## src/rtl/aclk_pkg.sv

```systemverilog
// Shared types and time-validity helper for the alarm clock time-of-day counter.
package aclk_pkg;

   typedef logic [3:0]  bcd_digit_t;
   typedef logic [15:0] bcd_time_t;

   localparam bcd_digit_t MIN_TENS_MAX      = 4'd5;
   localparam bcd_digit_t HR_TENS_MAX       = 4'd2;
   localparam bcd_digit_t HR_ONES_MAX_AT_20 = 4'd3;

   function automatic logic bcd_time_valid(input bcd_time_t t);
      bcd_digit_t ht, ho, mt, mo;
      ht = t[15:12];
      ho = t[11:8];
      mt = t[7:4];
      mo = t[3:0];
      return (ht <= HR_TENS_MAX) && (ho <= 4'd9) && (mt <= MIN_TENS_MAX) && (mo <= 4'd9) &&
             !((ht == HR_TENS_MAX) && (ho > HR_ONES_MAX_AT_20));
   endfunction

endpackage

```

## src/rtl/aclk_bcd_digit.sv

```systemverilog
// One BCD digit counting 0..MAX with load, clear, enable and a carry-out at MAX.
module aclk_bcd_digit
   import aclk_pkg::*;
#(
   parameter bcd_digit_t MAX       = 4'd9,
   parameter bcd_digit_t RESET_VAL = 4'd0
) (
   input  logic       clock,
   input  logic       reset,
   input  logic       load,
   input  bcd_digit_t load_val,
   input  logic       clear,
   input  logic       enable,
   output bcd_digit_t value,
   output logic       carry
);

   assign carry = enable && (value == MAX);

   always_ff @(posedge clock) begin
      if (!reset)
         value <= RESET_VAL;
      else if (load)
         value <= load_val;
      else if (clear)
         value <= 4'd0;
      else if (enable)
         value <= (value == MAX) ? 4'd0 : value + 4'd1;
   end

endmodule

```

## src/rtl/aclk_counter.sv

```systemverilog
// Time-of-day counter HH:MM in BCD, advanced by one_second ticks and loadable from the key register.
module aclk_counter
   import aclk_pkg::*;
#(
   parameter int        TICKS_PER_MIN = 60,
   parameter bcd_time_t RESET_TIME    = 16'h0000
) (
   input  logic       clock,
   input  logic       reset,
   input  logic       one_second,
   input  logic       load_new_c,
   input  bcd_time_t  new_time,
   output bcd_time_t  current_time,
   output logic [5:0] sec_count,
   output logic       minute_pulse,
   output logic       day_wrap,
   output logic       load_ack,
   output logic       load_err
);

   localparam logic [5:0] SEC_LAST = 6'(TICKS_PER_MIN - 1);

   logic       load_ok;
   logic       minute_tick;
   logic       mo_carry, mt_carry, ho_carry, ht_carry;
   logic       day_end;
   bcd_digit_t mo, mt, ho, ht;

   assign load_ok     = load_new_c && bcd_time_valid(new_time);
   assign minute_tick = one_second && !load_new_c && (sec_count == SEC_LAST);
   // 23:59 rolls the hour pair straight to 00, overriding the normal hr_ones advance
   assign day_end     = mt_carry && (ht == HR_TENS_MAX) && (ho == HR_ONES_MAX_AT_20);

   aclk_bcd_digit #(.MAX(4'd9), .RESET_VAL(RESET_TIME[3:0])) u_min_ones (
      .clock(clock), .reset(reset), .load(load_ok), .load_val(new_time[3:0]),
      .clear(1'b0), .enable(minute_tick), .value(mo), .carry(mo_carry));

   aclk_bcd_digit #(.MAX(MIN_TENS_MAX), .RESET_VAL(RESET_TIME[7:4])) u_min_tens (
      .clock(clock), .reset(reset), .load(load_ok), .load_val(new_time[7:4]),
      .clear(1'b0), .enable(mo_carry), .value(mt), .carry(mt_carry));

   aclk_bcd_digit #(.MAX(4'd9), .RESET_VAL(RESET_TIME[11:8])) u_hr_ones (
      .clock(clock), .reset(reset), .load(load_ok), .load_val(new_time[11:8]),
      .clear(day_end), .enable(mt_carry), .value(ho), .carry(ho_carry));

   aclk_bcd_digit #(.MAX(HR_TENS_MAX), .RESET_VAL(RESET_TIME[15:12])) u_hr_tens (
      .clock(clock), .reset(reset), .load(load_ok), .load_val(new_time[15:12]),
      .clear(day_end), .enable(ho_carry), .value(ht), .carry(ht_carry));

   assign current_time = {ht, ho, mt, mo};

   always_ff @(posedge clock) begin
      if (!reset) begin
         sec_count    <= 6'd0;
         minute_pulse <= 1'b0;
         day_wrap     <= 1'b0;
         load_ack     <= 1'b0;
         load_err     <= 1'b0;
      end else begin
         minute_pulse <= minute_tick;
         day_wrap     <= day_end;
         load_ack     <= load_ok;
         load_err     <= load_new_c && !load_ok;
         if (load_ok || minute_tick)
            sec_count <= 6'd0;
         else if (one_second && !load_new_c)
            sec_count <= sec_count + 6'd1;
      end
   end

   logic unused_carry;
   assign unused_carry = ht_carry;

endmodule

```

## config.mk

```make
export PLATFORM = sky130hd
export DESIGN_NAME = aclk_counter
export DESIGN_NICKNAME = d
export VERILOG_FILES = /design/src/rtl/aclk_pkg.sv /design/src/rtl/aclk_bcd_digit.sv /design/src/rtl/aclk_counter.sv
export SDC_FILE = /design/constraint.sdc
export NUM_CORES = 1
export LEC_CHECK = 0
export CORE_MARGIN = 1.5
export CORE_UTILIZATION = 30
export CTS_CLUSTER_SIZE = 28
export DETAILED_ROUTE_END_ITERATION = 10
export PLACE_DENSITY = 0.52
export REMOVE_ABC_BUFFERS = 1
export SYNTH_ARGS = -nofsm -noshare
export SYNTH_HDL_FRONTEND = slang
export SYNTH_SLANG_ARGS = --single-unit
export TNS_END_PERCENT = 1
```

## constraint.sdc

```tcl
create_clock -name clock -period 3 [get_ports clock]
set_clock_uncertainty 0.2 [all_clocks]
set_input_delay 0.75 -clock clock [delete_from_list [all_inputs] [get_ports clock]]
set_output_delay 0.75 -clock clock [all_outputs]
set_load 0.005 [all_outputs]
```

* After elaboration in Yosys (flattened, before gate mapping) *
Cells that the tools add are included.

operators by class
  add/subtract/negate cells = 5
  magnitude comparators = 5
  equal/unequal tests = 7
  mux-type cells = 14
  bitwise operators = 1
  reduce and logical (&&, ||, !) cells = 23

operators by type and width
  operator                                                                number
  4-bit two-way mux                                                       14
  4-bit by 1-bit adder with 4-bit output (second input constant)          4
  1-bit logical AND                                                       14
  4-bit by 2-bit == test with 1-bit output (second input constant)        3
  4-bit == test (second input constant)                                   2
  4-bit <= comparator (second input constant)                             2
  6-bit by 1-bit adder with 6-bit output (second input constant)          1
  6-bit == test (second input constant)                                   1
  3-bit nonzero test                                                      2
  4-bit by 3-bit == test with 1-bit output (second input constant)        1
  4-bit by 2-bit > comparator with 1-bit output (second input constant)   1
  4-bit by 2-bit <= comparator with 1-bit output (second input constant)  1
  4-bit by 3-bit <= comparator with 1-bit output (second input constant)  1
  2-bit nonzero test                                                      2
  1-bit zero test                                                         3
  2-bit OR reduction                                                      1
  1-bit logical OR                                                        1
  1-bit inverter                                                          1

word-level totals
  register bits after elaboration = 26
  input port bits = 20
  output and inout bits = 26
  word-level logic and storage cells = 64

* Logic depth before layout (Yosys ltp) *
  word-level depth = 9
  gate-level depth with buffers = 8
  depth with buffers taken out = 7

* Hierarchy *
A second synthesis with hierarchy kept.

unflattened totals
  cells, all modules = 181
  area, all modules = 1580.3 µm²

modules (own cells, without submodules)
  module                          times used  cells an instance  area an instance (µm²)
  aclk_bcd_digit (u_hr_ones ...)  2           32                 266.5
  aclk_counter                    1           50                 479.2
  aclk_bcd_digit (u_hr_tens)      1           33                 289.0
  aclk_bcd_digit (u_min_tens)     1           34                 279.0

* Least setup slack after synthesis *
OpenSTA, ideal clock, no wires.

  kind = input-to-reg
  from = input new_time[12]
  to = register u_min_ones.value[3]
  arrival = 2.093 ns
  setup slack = 0.589 ns
  cell stages on the path = 5
  path through = or3_1 a222oi_1 nand2_2 buf_2 o221a_2

on the way
  cells in the longest elaborated chain, start to end = 7
  elaborated cells between the ends (all ways) = 11
  classes of those cells = order compare: 1; eq/ne: 1; mux: 1; reduce/logical: 8

RTL lines
  what                                                            RTL line              RTL
  start, declared                                                 aclk_counter.sv:12    input bcd_time_t new_time,
  4-bit by 2-bit <= comparator with 1-bit output                  aclk_pkg.sv:17        return (ht <= HR_TENS_MAX) && (ho <= 4'd9) && (mt <= MIN_TENS_MAX) && (mo <= 4'd9) &&
  1-bit logical AND (3 in series)                                 aclk_pkg.sv:17
  1-bit logical AND *                                             aclk_pkg.sv:17
  1-bit logical AND *                                             aclk_counter.sv:29    assign load_ok = load_new_c && bcd_time_valid(new_time);
  4-bit two-way mux / 2-bit nonzero test (equally long branches)  -
  end signal, assigned                                            aclk_bcd_digit.sv:24  value <= load_val;
  end signal, assigned                                            aclk_bcd_digit.sv:28  value <= (value == MAX) ? 4'd0 : value + 4'd1;
  end, declared                                                   aclk_bcd_digit.sv:14  output bcd_digit_t value,

Mark *: on every way between the ends. The rest lies on a longest branch, timed or not.
A chain may end at the register's enable or synchronous reset.

* Final worst setup path *
  from = input new_time[11]
  to = register u_min_ones.value[1]

on the way
  cells in the longest elaborated chain, start to end = 7
  elaborated cells between the ends (all ways) = 11
  classes of those cells = order compare: 2; mux: 1; reduce/logical: 8

RTL lines
  what                                                            RTL line
  4-bit <= comparator                                             aclk_pkg.sv:17
  1-bit logical AND (3 in series)                                 aclk_pkg.sv:17
  1-bit logical AND *                                             aclk_pkg.sv:17
  1-bit logical AND *                                             aclk_counter.sv:29
  4-bit two-way mux / 2-bit nonzero test (equally long branches)  -

Marks and branches as above.

==> summary.md <==
| Metric | Value |
|---|---|
| Status | `completed` |
| Post-route design area | `0.00200 mm^2` |
| YS warnings | `0` |
| CTS tree | `yes` |
| R2R Setup Slk | `840 ps` |
| Yosys cell types | `49` |
| Total GRT Usage | `0.147` |
| Setup TNS | `0 ps` |
| Seq cells post-synth | `26` |
| Slew Viols, Final | `0` |
| Post-DRT Antenna Nets | `0` |
| Worst Hold Path EP | `sec_count[5]` |
| Root Buffer | `clkbuf_8` |
| Post-Place Cells | `265` |
| Setup Crit Path Kind | `in -> reg` |
| Hold WC Path Type | `reg -> reg` |
| Max frequency | `380 MHz` |
| Crit. End Element | `flop` |
| Sequential share of the synthesized area | `0.372` |
| Max transition margin | `0.705` |
| GRT met1 Usage | `0.201` |
| Hold Crit Start | `sec_count[5]` |
| Reg2reg start | `sec_count[0]` |
| Area growth syn-to-layout | `42.9%` |
| M2 GR Usage | `0.241` |
| Setup bufs post-CTS | `0` |
| CTS clk-pin slew, worst paths | `100 ps` |
| Synth top cells by count | `dfxtp_1, nor2_1, a21oi_1, nand2_1, o21ai_0` |
| Synth Area per Inst | `8.28 um^2` |
| DP HPWL | `2800 um` |
| Routability cong. | `0.790` |
| WP data arrival | `2610 ps` |
| Critical path depth | `7` |
| Vias in the first global route | `1320` |
| Top post-synthesis cells by area | `dfxtp_1, nor2_1, ha_1, a21oi_1, o21ai_0` |
| Initial antenna violation count | `0` |
| Final worst path period share | `0.878` |
| Wire per inst | `13.9 um` |
| Vias per inst | `5.22` |
| PD cells | `358 mW/mm^2` |
| H-tree depth | `1` |
| Final Instance Count excl. Fillers | `269` |
| VDD IR-drop max | `0.258 mV` |
| Row cnt | `24` |
| Area of the core | `0.00441 mm^2` |
| Worst reg2reg endpoint | `u_min_ones.value[3]` |
| Resized Gates After CTS | `0` |
| Leak | `0.719 nW` |
| Area of the mapped netlist | `0.00140 mm^2` |
| Largest net degree at the start of global routing | `16` |
| RSZ-0062 raised after global routing | `false` |
| CP max-delay cell | `clkdlybuf4s50_1` |
| Post-synth EDFFs | `0` |
| Drt total wl | `3740 um` |
| Hold Vio Cnt, Final | `0` |
| Via Count | `1404` |
| Nets | `243` |
| # setup viols final | `0` |
| Initial DRC count | `83` |
| CP top delay family | `buffers and inverters` |
| Clk sinks | `26` |
| CP Cell Sequence | `clkdlybuf4s50_1 -> or3_1 -> a222oi_1 -> buf_4 -> nand2_2 -> and3_1 -> o31a_1` |
| Longest Clk Path Bufs | `2` |
| GRT Max-Usage Layer | `met2` |
| Hold path cells | `2` |
| Antenna cell count | `0` |
| CP Data Required Time | `2970 ps` |
| Setup crit start kind | `input port` |
| Met3 GRT Util | `0.0309` |
| Grt total ovfl | `0` |
| Register area | `520 um^2` |
| Max-cap viol count | `0` |
| Cts bufs inserted | `3` |
| Dominant synthesized flop cell | `dfxtp_1` |
| Synth async-reset ratio | `0` |
| Area after DPL | `0.00193 mm^2` |
| Crit path max fanout | `9` |
| Die height | `71.3 um` |
| Worst Path Buf+Inv | `2` |
| # hold bufs at CTS | `0` |
| Worst-Skew Late Latency | `270 ps` |
| Least-Margin Pin Slew | `442 ps` |
| Multi-input gate area | `826 um^2` |
| Cells after synthesis | `169` |
| Drt first pass iters | `4` |
| Synth area leader | `dfxtp_1` |
| Max stage delay on crit path | `460 ps` |
| First-pass GRT wire length | `6170 um` |
| Die area | `0.00509 mm^2` |
| Die span in x | `71.3 um` |
| R2R depth | `6` |
| Buffers on Ports | `45` |
| # DRC | `0` |
| Total Power | `0.716 mW` |
| Fillers | `427` |
| Yosys top cell area share | `0.372` |
| Fin crit period | `2630 ps` |
| Layout cells sized above 1 | `0.0645` |
| Starting Density | `0.317` |
| IO Pins | `46` |
| Most frequent cell after synthesis | `dfxtp_1` |
## layout make-up
type / instances / area share
multi-input combinational: 130 / 0.413
sequential: 26 / 0.260
timing repair buffer: 51 / 0.248
tap: 52 / 0.0325
clock buffer: 3 / 0.0206
clock inverter: 1 / 0.0150
inverter: 6 / 0.0113
## state kept, by name, indices dropped and copies added (netlist names)
register	count
u_hr_ones.value	4
u_hr_tens.value	4
u_min_ones.value	4
load_err	1
sec_count	6
minute_pulse	1
day_wrap	1
u_min_tens.value	4
load_ack	1
## per-stage QoR
| step | setup slack, ps | util | hold slack [ps] |
|---|---|---|---|
| after floorplan | 365 | - | 283 |
| after global placement | 75.1 | 0.437 | 297 |
| after detailed placement | 84.6 | 0.437 | 300 |
| after global routing | 234 | 0.453 | 358 |
| final | 365 | 0.453 | 312 |
| after CTS | 371 | 0.453 | 317 |
## kinds of logic (layout without fill, tap and decap cells)
logic type                 count (synthesis)  in the layout  share of synthesized area
AOI/OAI and AO/OA                         41             41                      0.198
buffers and inverters                     13             61                     0.0384
xor gates and xnor gates                   7              7                     0.0438
and+or+nand+nor                           74             74                      0.282
adders and majority gates                  5              5                     0.0447
muxes                                      3              3                     0.0214
DFF                                       26             26                      0.372
## worst reg2reg max path: stages (launching register included)
cell,delay (ps)
dfxtp_1,410
ha_1,180
and3b_1,320
nand3_1,130
or3b_2,470
a21boi_0,190
o221a_2,200
## worst max-delay path by stage
stage,from,to
after floorplan,new_time[12],u_min_ones.value[1]
after global placement,new_time[11],u_hr_tens.value[0]
after detailed placement,new_time[11],u_min_ones.value[1]
after CTS,new_time[11],u_min_ones.value[1]
after global routing,new_time[11],u_hr_ones.value[1]
final,new_time[11],u_min_ones.value[1]
## layer usage
metal / vias up / wire length [um]
met4: 0 / 17
li1: 720 / -
met5: - / 0
met1: 635 / 1850
met3: 2 / 240
met2: 47 / 1640
## where the power goes
part / leakage [nW] / internal [mW] / switching (mW)
sequential: 0.210 / 0.349 / 0.00498
combinational: 0.473 / 0.0405 / 0.0250
clock: 0.0357 / 0.179 / 0.118
## layout by cell type (no fill, tap or decap), types with 4 or more instances in the layout
cell type,instances
and3_1,6
nand3_1,5
clkdlybuf4s50_1,45
a21oi_1,12
xnor2_1,4
nor3_1,6
o21ai_0,8
inv_1,5
nor2_1,22
nand2_1,10
a211oi_1,4
dfxtp_1,26
buf_4,6
nand4_1,5
ha_1,5
Note: power is estimated with default switching activity, not from simulation.
==> RTL change, RTL diff (same flow settings) <==
Remove the register `load_err`: a continuous assignment takes its place, so the output `load_err` follows one clock earlier.
--- a/src/rtl/aclk_counter.sv
+++ b/src/rtl/aclk_counter.sv
@@ -55,12 +55,10 @@
          minute_pulse <= 1'b0;
          day_wrap     <= 1'b0;
          load_ack     <= 1'b0;
-         load_err     <= 1'b0;
       end else begin
          minute_pulse <= minute_tick;
          day_wrap     <= day_end;
          load_ack     <= load_ok;
-         load_err     <= load_new_c && !load_ok;
          if (load_ok || minute_tick)
             sec_count <= 6'd0;
          else if (one_second && !load_new_c)
@@ -68,6 +66,8 @@
       end
    end
 
+   assign load_err = load_new_c && !load_ok;
+
    logic unused_carry;
    assign unused_carry = ht_carry;
 
Formal check against the unedited RTL: not equivalent (a bounded check fails within 4 cycles, from zero or initial values and one cycle with reset low).
==> RTL change against the original RTL <==
- wire length is 15% higher
- cell count is 12% higher
- register-to-register slack better by 0.04 ns
- area after synthesis is 5.5% higher
- non-clock buffer count is 12 higher
- total power is 13% lower
- sequential cell count is 1 lower
- worst setup slack worse by 0.32 ns
- largest power group unchanged
- final area is 7.7% higher
- count of clock-buffer cells in the layout stayed put
- combinational power is 28% higher
==> RTL change: results (changes against the original RTL) <==
metric,value,unit,change
synthTopCellsByCount,"sky130_fd_sc_hd__dfxtp_1 (25), sky130_fd_sc_hd__a21oi_1 (13), sky130_fd_sc_hd__nor3_1 (13), sky130_fd_sc_hd__nand2_1 (10)",,
max_slew.worst_pin.slew,0.502,ns,+0.0595 ns
post_cts.resized_instances,3,,+3
worst_setup_sp,new_time[15],,
r2r.worst_path.cells,4,,-2
power.clock.total,203,uW,-31%
routed_wire_length_per_instance,14.3,microns,+2.6%
reg2reg_from,sec_count[3]$_SDFFE_PP0P_,,
placedCellCount,298,,+12%
fill_cells,481,,+13%
fin_nets,261,,+7.4%
cts.sinks,25,,-3.8%
route.layer.met1.wl,2070,microns,+12%
place_hpwl,3280,microns,+17%
worst_ep_arrival_time,2.00,ns,-0.61 ns
netlist_top_cells_area,"sky130_fd_sc_hd__dfxtp_1 (34%), sky130_fd_sc_hd__a21oi_1 (4.4%), sky130_fd_sc_hd__nor3_1 (4.4%), sky130_fd_sc_hd__ha_1 (4.2%), sky130_fd_sc_hd__o21ai_0 (3.1%)",,
grt_pass1_vias,1536,,+16%
use_met3,2.35,%,-0.75 points
run_status,"complete, no violations",,
max_stage_delay_on_crit_path,0.40,ns,-0.06 ns
sequential_fraction_of_the_synthesis_area,33.9,%,-3.3 points
dp_worst_setup_slack,-0.188,ns,-0.273 ns
vdd_drop_max,0.133,mV,-49%
first_iter_violations,58,,-30%
worst_r2r_endpoint,u_hr_tens.value[3]$_SDFFE_PN0P_,,
synth.distinct_cells,46,,-6.1%
grt_first_pass_wirelength,7160,microns,+16%
-- RTL change: through the flow --
| step | area, sq um | utilization (%) | power (uW) |
|---|---|---|---|
| 2_1_floorplan | 1440 | - | 370 |
| 3_3_place_gp | 2110 | 44.6 | 431 |
| 3_5_place_dp | 2110 | 44.6 | 433 |
| 4_1_cts | 2150 | 45.5 | 634 |
| 5_1_grt | 2150 | 45.6 | 657 |
| 6_report | 2150 | 45.6 | 626 |
-- RTL change: cell families after synthesis --
kind of cell,synth area share [%]
flops,33.9
buf+inv,4.41
mux,2.03
fa+ha+maj,4.24
xor+xnor,3.56
simple gates,30.0
compound gates,21.9
-- RTL change: cell type report --
type | count | area (sq um) | area share (%)
clock inverter | 1 | 5.00 | 0.232
multi-input combinational | 136 | 916 | 42.5
timing repair buffer | 63 | 582 | 27.0
clock buffer | 3 | 41.3 | 1.92
sequential | 25 | 500 | 23.2
inverter | 7 | 26.3 | 1.22
tap | 67 | 83.8 | 3.89
